==> src/rtl/input_layer_pkg.sv <==
// Shared definitions for the input layer: window geometry and the
// window_assembler state encoding.
package input_layer_pkg;

  typedef enum logic [1:0] {
    ST_IDLE    = 2'd0,
    ST_RUN     = 2'd1,
    ST_ROW_END = 2'd2,
    ST_DONE    = 2'd3
  } wa_state_e;

  localparam int PIX_W       = 8;
  localparam int WIN_PIX     = 3;
  localparam int ROW_SLICE_W = PIX_W * WIN_PIX;
  localparam int WIN_W       = ROW_SLICE_W * WIN_PIX;
  localparam int FIFO_CNT_W  = 4;

  // Counter width able to hold 0..max_val; never narrower than one bit.
  function automatic int cnt_w(input int max_val);
    return (max_val > 0) ? $clog2(max_val + 1) : 1;
  endfunction

endpackage

==> src/rtl/win_out_reg.sv <==
// Single-entry valid/ready register slice holding the assembled window.
// slot is high whenever a new window may be loaded this cycle.
module win_out_reg
  import input_layer_pkg::*;
(
  input  logic             clk,
  input  logic             reset,
  input  logic             load,
  input  logic [WIN_W-1:0] load_data,
  input  logic             ready,
  output logic [WIN_W-1:0] data,
  output logic             valid,
  output logic             slot
);

  logic [WIN_W-1:0] data_q, data_d;
  logic             valid_q, valid_d;

  // A load in the same cycle as an accept keeps valid high with new data.
  always_comb begin
    data_d  = data_q;
    valid_d = valid_q;
    if (load) begin
      data_d  = load_data;
      valid_d = 1'b1;
    end else if (valid_q && ready) begin
      valid_d = 1'b0;
    end
  end

  always_ff @(posedge clk) begin
    if (reset) begin
      data_q  <= '0;
      valid_q <= 1'b0;
    end else begin
      data_q  <= data_d;
      valid_q <= valid_d;
    end
  end

  assign data  = data_q;
  assign valid = valid_q;
  assign slot  = !valid_q || ready;

endmodule

==> src/rtl/window_assembler.sv <==
// Pops the three row FIFOs in lockstep and emits 3x3 windows on a
// valid/ready stream, clearing the FIFOs at every row boundary.
module window_assembler
  import input_layer_pkg::*;
#(
  parameter int IMG_WIDTH  = 8,
  parameter int IMG_HEIGHT = 8
) (
  input  logic                   clk,
  input  logic                   reset,
  input  logic                   start,
  input  logic [ROW_SLICE_W-1:0] row0_data,
  input  logic [ROW_SLICE_W-1:0] row1_data,
  input  logic [ROW_SLICE_W-1:0] row2_data,
  input  logic [FIFO_CNT_W-1:0]  row0_count,
  input  logic [FIFO_CNT_W-1:0]  row1_count,
  input  logic [FIFO_CNT_W-1:0]  row2_count,
  output logic                   pop,
  output logic                   one_row_complete,
  output logic [WIN_W-1:0]       window_data,
  output logic                   window_valid,
  input  logic                   window_ready,
  output logic                   busy,
  output logic                   done
);

  localparam int COL_MAX = IMG_WIDTH - 3;
  localparam int ROW_MAX = IMG_HEIGHT - 3;
  localparam int COL_W   = cnt_w(COL_MAX);
  localparam int ROW_W   = cnt_w(ROW_MAX);
  localparam logic [COL_W-1:0] COL_LAST = COL_W'(COL_MAX);
  localparam logic [ROW_W-1:0] ROW_LAST = ROW_W'(ROW_MAX);

  wa_state_e        state_q, state_d;
  logic [COL_W-1:0] col_cnt_q, col_cnt_d;
  logic [ROW_W-1:0] row_cnt_q, row_cnt_d;

  logic [WIN_PIX-1:0][ROW_SLICE_W-1:0] rows;
  logic [WIN_PIX-1:0][FIFO_CNT_W-1:0]  fill;
  logic [WIN_PIX-1:0]                  row_avail;
  logic                                avail;
  logic                                slot;
  logic                                capture;

  // Index 0 lands in the low bits, so the packed rows are the window layout.
  assign rows = {row2_data, row1_data, row0_data};
  assign fill = {row2_count, row1_count, row0_count};

  for (genvar r = 0; r < WIN_PIX; r++) begin : g_row
    assign row_avail[r] = fill[r] >= FIFO_CNT_W'(WIN_PIX);
  end

  assign avail   = &row_avail;
  assign capture = (state_q == ST_RUN) && avail && slot;

  win_out_reg u_out (
    .clk       (clk),
    .reset     (reset),
    .load      (capture),
    .load_data (rows),
    .ready     (window_ready),
    .data      (window_data),
    .valid     (window_valid),
    .slot      (slot)
  );

  always_ff @(posedge clk) begin
    if (reset) begin
      state_q   <= ST_IDLE;
      col_cnt_q <= '0;
      row_cnt_q <= '0;
    end else begin
      state_q   <= state_d;
      col_cnt_q <= col_cnt_d;
      row_cnt_q <= row_cnt_d;
    end
  end

  always_comb begin
    state_d   = state_q;
    col_cnt_d = col_cnt_q;
    row_cnt_d = row_cnt_q;
    case (state_q)
      ST_IDLE: begin
        if (start) begin
          state_d   = ST_RUN;
          col_cnt_d = '0;
          row_cnt_d = '0;
        end
      end
      ST_RUN: begin
        if (capture) begin
          if (col_cnt_q == COL_LAST) begin
            col_cnt_d = '0;
            state_d   = ST_ROW_END;
          end else begin
            col_cnt_d = col_cnt_q + COL_W'(1);
          end
        end
      end
      ST_ROW_END: begin
        if (row_cnt_q == ROW_LAST) begin
          state_d = ST_DONE;
        end else begin
          row_cnt_d = row_cnt_q + ROW_W'(1);
          state_d   = ST_RUN;
        end
      end
      ST_DONE: begin
        // Hold until the final window has left the output slice.
        if (slot) state_d = ST_IDLE;
      end
      default: state_d = ST_IDLE;
    endcase
  end

  always_comb begin
    pop              = capture;
    one_row_complete = (state_q == ST_ROW_END);
    done             = (state_q == ST_DONE) && slot;
    busy             = (state_q != ST_IDLE);
  end

endmodule
==> config.mk <==
export PLATFORM = sky130hd
export DESIGN_NAME = window_assembler
export DESIGN_NICKNAME = d
export VERILOG_FILES = /design/src/rtl/input_layer_pkg.sv /design/src/rtl/win_out_reg.sv /design/src/rtl/window_assembler.sv
export SDC_FILE = /design/constraint.sdc
export NUM_CORES = 1
export LEC_CHECK = 0
export ABC_CLOCK_PERIOD_IN_PS = 2050
export CORE_ASPECT_RATIO = 1.4
export CORE_MARGIN = 3
export CORE_UTILIZATION = 35
export CTS_CLUSTER_SIZE = 40
export DETAILED_ROUTE_END_ITERATION = 10
export GPL_TIMING_DRIVEN = 0
export PLACE_DENSITY = 0.69
export REMOVE_ABC_BUFFERS = 1
export SETUP_SLACK_MARGIN = 0.05
export SYNTH_ARGS = -nofsm -noshare
export SYNTH_HDL_FRONTEND = slang
export SYNTH_SLANG_ARGS = --single-unit
==> constraint.sdc <==
create_clock -name clk -period 2.05 [get_ports clk]
set_input_delay 0.205 -clock clk [delete_from_list [all_inputs] [get_ports clk]]
set_output_delay 0.205 -clock clk [all_outputs]
set_load 0.005 [all_outputs]
After elaboration in Yosys (flattened, before gate mapping) --
Cells that the tools add are included.
Cells by class: add/subtract/negate cells 2, magnitude comparators 3, equal/unequal tests 10, mux-type cells 14, reduce and logical (&&, ||, !) cells 15
Operators by type and width (number):
- $ge A4 B2 Y1 const B | 3
- $mux W3 | 4
- $pmux W3 S2 | 2
- $mux W2 | 5
- $reduce_and A3 Y1 | 3
- $ne A2 B2 Y1 const B | 4
- $pmux W2 S4 | 1
- $reduce_bool A2 Y1 | 4
- $add A3 B1 Y3 const B | 2
- $eq A3 B3 Y1 const B | 2
- $eq A2 B2 Y1 const B | 2
- $logic_and A1 B1 Y1 | 4
- $reduce_and A4 Y1 | 1
- $eq A2 B1 Y1 const B | 1
- $logic_not A2 Y1 | 1
- $mux W1 | 2
- $ne A2 B1 Y1 const B | 1
- $logic_not A1 Y1 | 1
- $logic_or A1 B1 Y1 | 1
Word-level totals: flip-flop bits (word level) 81, bits of input ports 88, output and inout port bits 77

Depth between registers and ports, before layout --
word-level depth 6, gate-level depth with buffers 7

Modules after synthesis --
Synthesis repeated with hierarchy kept, for this count alone.
Second synthesis, totals: cell total of the unflattened synthesis 297, area total of the unflattened synthesis 3205.6 sq um
By module, submodules not included:
- win_out_reg | instances 1, cells each 236, area an instance 2660.1 sq um
- window_assembler | instances 1, cells each 61, area an instance 545.5 sq um

Worst setup path before layout --
Ideal clock, no wire load.
kind register to register, from register state_q[0], to register u_out.data_q[28] (netlist: u_out.data[28]), arrival time 1.396 ns, slack 0.522 ns, stages on the path, launching flop included 8, period minus slack after synthesis 1.528 ns, cell sequence dfxtp_1 > buf_2 > nand2b_4 > or4_4 > buf_6 > buf_6 > o21ai_1 > a21oi_1
On the way: cells in the longest elaborated chain, start to end 3
RTL lines:
- from (decl) | line window_assembler.sv:34 | wa_state_e state_q, state_d;
- from (signal assigned) | line window_assembler.sv:73 | state_q <= state_d;
- $eq A2 B1 Y1 | line window_assembler.sv:54 | assign capture = (state_q == ST_RUN) && avail && slot;
- $logic_and A1 B1 Y1 (2 in a row) | line window_assembler.sv:54
- to (signal assigned) | line win_out_reg.sv:36 | data_q <= data_d;
- to (decl) | line win_out_reg.sv:16 | logic [WIN_W-1:0] data_q, data_d;
Every way passes these cells. A chain may end at the register's enable or synchronous reset.

Final worst setup path --
from register state_q[1], to output port pop
On the way: cells in the longest elaborated chain, start to end 3
RTL lines:
- $eq A2 B1 Y1 | line window_assembler.sv:54
- $logic_and A1 B1 Y1 (2 in a row) | line window_assembler.sv:54
- to (decl) | line window_assembler.sv:18 | output logic pop,
Every way passes these cells.

==> results.toml <==
[status]
status = "finished clean"

[setup_path]
r2r_start = "state_q[1]"
crit_start = "state_q[1]"
criticalPathCategory = "reg2out"
worstReg2RegEnd = "u_out.data[21]"
critPathRequiredTime_ns = 1.85
cp-end-kind = "output pin"
reg2reg_slack_ns = 0.17
crit_arrival_ns = 1.74
endpoint = "pop"
reg2reg_depth = 5
path_max_fanout = 8
cp-start-kind = "flop"

[synthesis]
yosysTopAreaCell = "dfxtp_1"
synth-seq-area-share_pct = 49.81
synth_ff_type = "dfxtp_1"
synth-edff-count = 0
synth.area.top_cells = "dfxtp_1 (50%), a21oi_1 (12%), nand3_1 (11%)"
ys_warn_count = 0
ys_types = 29
synth.avg_cell_area_um2 = 8.326
synth_top_area_share_pct = 49.81
synthArstFlopShare_pct = 0
syn_inst = 391
syn-cell-area_um2 = 3256
ys_seq_elements = 81

[clock_tree]
ctsHoldBuffers = 0
cts.sinks = 81
clockRootBuffer = "clkbuf_16"
clkTransAtPathRegs_ns = 0.06
clockBufferDepth = 2
numCtsBuffers = 9
insertion_delay_ns = 0.33
cts_tree = "done"
cts.htree.levels = 3

[die]
fp.dieArea_um2 = 10510
dieWidth_um = 87.51
fp-row-count = 41
start_util_pct = 36.06
die_h_um = 120.1
core_area_um2 = 9029
io_pins = 165

[power]
p_per_area_nw_per_um2 = 716.6
clkPwrFrac_pct = 36.4
p_sw_w = 0.0009305
cell_internal_pwr_w = 0.002866
p_seq_share_pct = 45.0
leakage_nw = 1.806
pwr-share-comb_pct = 18.6
p_sw_share_pct = 24.51
peakVddDrop_mv = 0.4491

[timing]
period_share_pct = 94.98
setup_tns_ns = 0
slew_headroom_pct = 40.31
tightestPinTransition_ns = 0.8953
fin_crit_ns = 1.947
setup_violations = 0
finClkSkew_ns = 0.005165
hold_violations = 0
fin_hold_ws_ns = 0.4320
slew_violations = 0
rsz0062_at_grt = "no"
layout_setup_ws_ns = 0.1029
fmax_mhz = 513.6

[detailed_routing]
drtIter0Drc = 171
post-route-drc-count = 0
drt_wl_total_mm = 11.77
antenna_left = 0
via_count = 3545
firstDrtPassIters = 4
via_per_inst = 5.454
wl_per_cell_um = 18.11

[global_route]
grt_pass1_vias = 3448
top_usage_layer = "met2"
grt_use_met1_pct = 27.32
track_usage_pct = 22.43
grt_overflow = 0
antenna_found_initial = 0
grt_max_degree = 83
gr-usage-met2_pct = 39.39
grtUsageMet3_pct = 3.022
grt_pass1_wl_mm = 18.37

[final_layout]
stdcell_count = 650
drive_above_1_share_pct = 7.366
area_growth_pct = 62.72
final_cell_mix = "clkdlybuf4s50_1 (159), dfxtp_1 (78), a21oi_1 (76)"
layout_commonest_cell = "clkdlybuf4s50_1"
nets = 630
n_antenna_cell = 0

[place]
io_buffer_count = 164
dp.cells = 625
post-place-ws_ns = -0.6018
place.gp.congestion = 0.7459
dp_hpwl_mm = 6.624

[hold_path]
hp-class = "in2reg"

[job]
maxCapViolCount = 0
==> metrics by stage <==
step           total power (W)  area [um2]  util (%)
3_3_place_gp          0.002368        4816     53.34
5_1_grt               0.003960        5298     58.68
3_5_place_dp          0.002401        4921     54.50
4_1_cts               0.003829        5268     58.34
6_report              0.003796        5298     58.68
2_1_floorplan         0.001947        3040         -
==> synthesized netlist by cell type, drive strengths merged, types with 3 or more instances <==
master and count:
clkbuf 26, nand2 3, nor2 9, a21oi 76
inv 4, buf 17, dfxtp 81, nand2b 4
a211oi 3, a311oi 3, mux2i 3, nand3 73
o21ai 74
==> routing by layer <==
layer	wire length, um	up-vias	share of wire, %
li1	-	1707	-
met1	4672	1682	40
met2	6212	140	53
met3	611	16	5.2
met4	277	0	2.4
met5	0	-	0
==> registers in the layout, indices dropped and copies added (netlist names) <==
name,flops
state_q,2
u_out.valid,1
u_out.data,72
col_cnt_q,3
row_cnt_q,3
==> how the worst min path moves through the flow <==
stage,from,endpoint,slack (ns),cells after the start
6_report,row0_data[8],u_out.data[8],0.43,3
5_1_grt,row2_data[16],u_out.data[64],0.44,3
2_1_floorplan,reset,u_out.data[0],0.27,1
4_1_cts,row2_data[3],u_out.data[51],0.43,3
3_5_place_dp,u_out.data[5],u_out.data[5],0.47,2
3_3_place_gp,u_out.data[15],u_out.data[15],0.46,2
==> worst max-delay path, stage by stage (launching register included) <==
cell,delay (ns)
dfxtp_4,0.36
nand2b_4,0.16
or4_4,0.57
nor2_2,0.09
dlygate4sd2_1,0.23
==> cells by family after synthesis <==
kind of cell | share of synthesized area (%)
fa+ha+maj | 0.7685
buf+inv | 7.071
flops | 49.81
mux | 0.9224
compound gates | 25.56
simple gates | 15.87
==> area by class of cell <==
| class | instances | area (um2) |
|---|---|---|
| Sequential cell | 81 | 1630 |
| Fill cell | 833 | 3731 |
| Clock buffer | 13 | 240.2 |
| Multi-Input combinational cell | 269 | 1518 |
| Clock inverter | 1 | 5.005 |
| Tap cell | 107 | 133.9 |
| Inverter | 4 | 15.01 |
| Timing Repair Buffer | 175 | 1755 |
==> power by group through the flow <==
stage | clock (W) | sequential, W | combinational [W]
3_3_place_gp | 0 | 0.00173 | 0.000634
5_1_grt | 0.00148 | 0.00172 | 0.000764
3_5_place_dp | 0 | 0.00174 | 0.000662
6_report | 0.00138 | 0.00171 | 0.000706
2_1_floorplan | 0 | 0.00174 | 0.000205
4_1_cts | 0.00142 | 0.00171 | 0.000705
==> timing repair <==
| action | 4_1_cts | 5_1_grt |
|---|---|---|
| pin swaps | 1 | 2 |
| cloned | 6 | 0 |
| gates resized for setup | 14 | 3 |
| setup endpoints to repair | 3 | 11 |
| buffers inserted | 2 | 3 |
No activity file was read; power rests on OpenSTA's default activity.
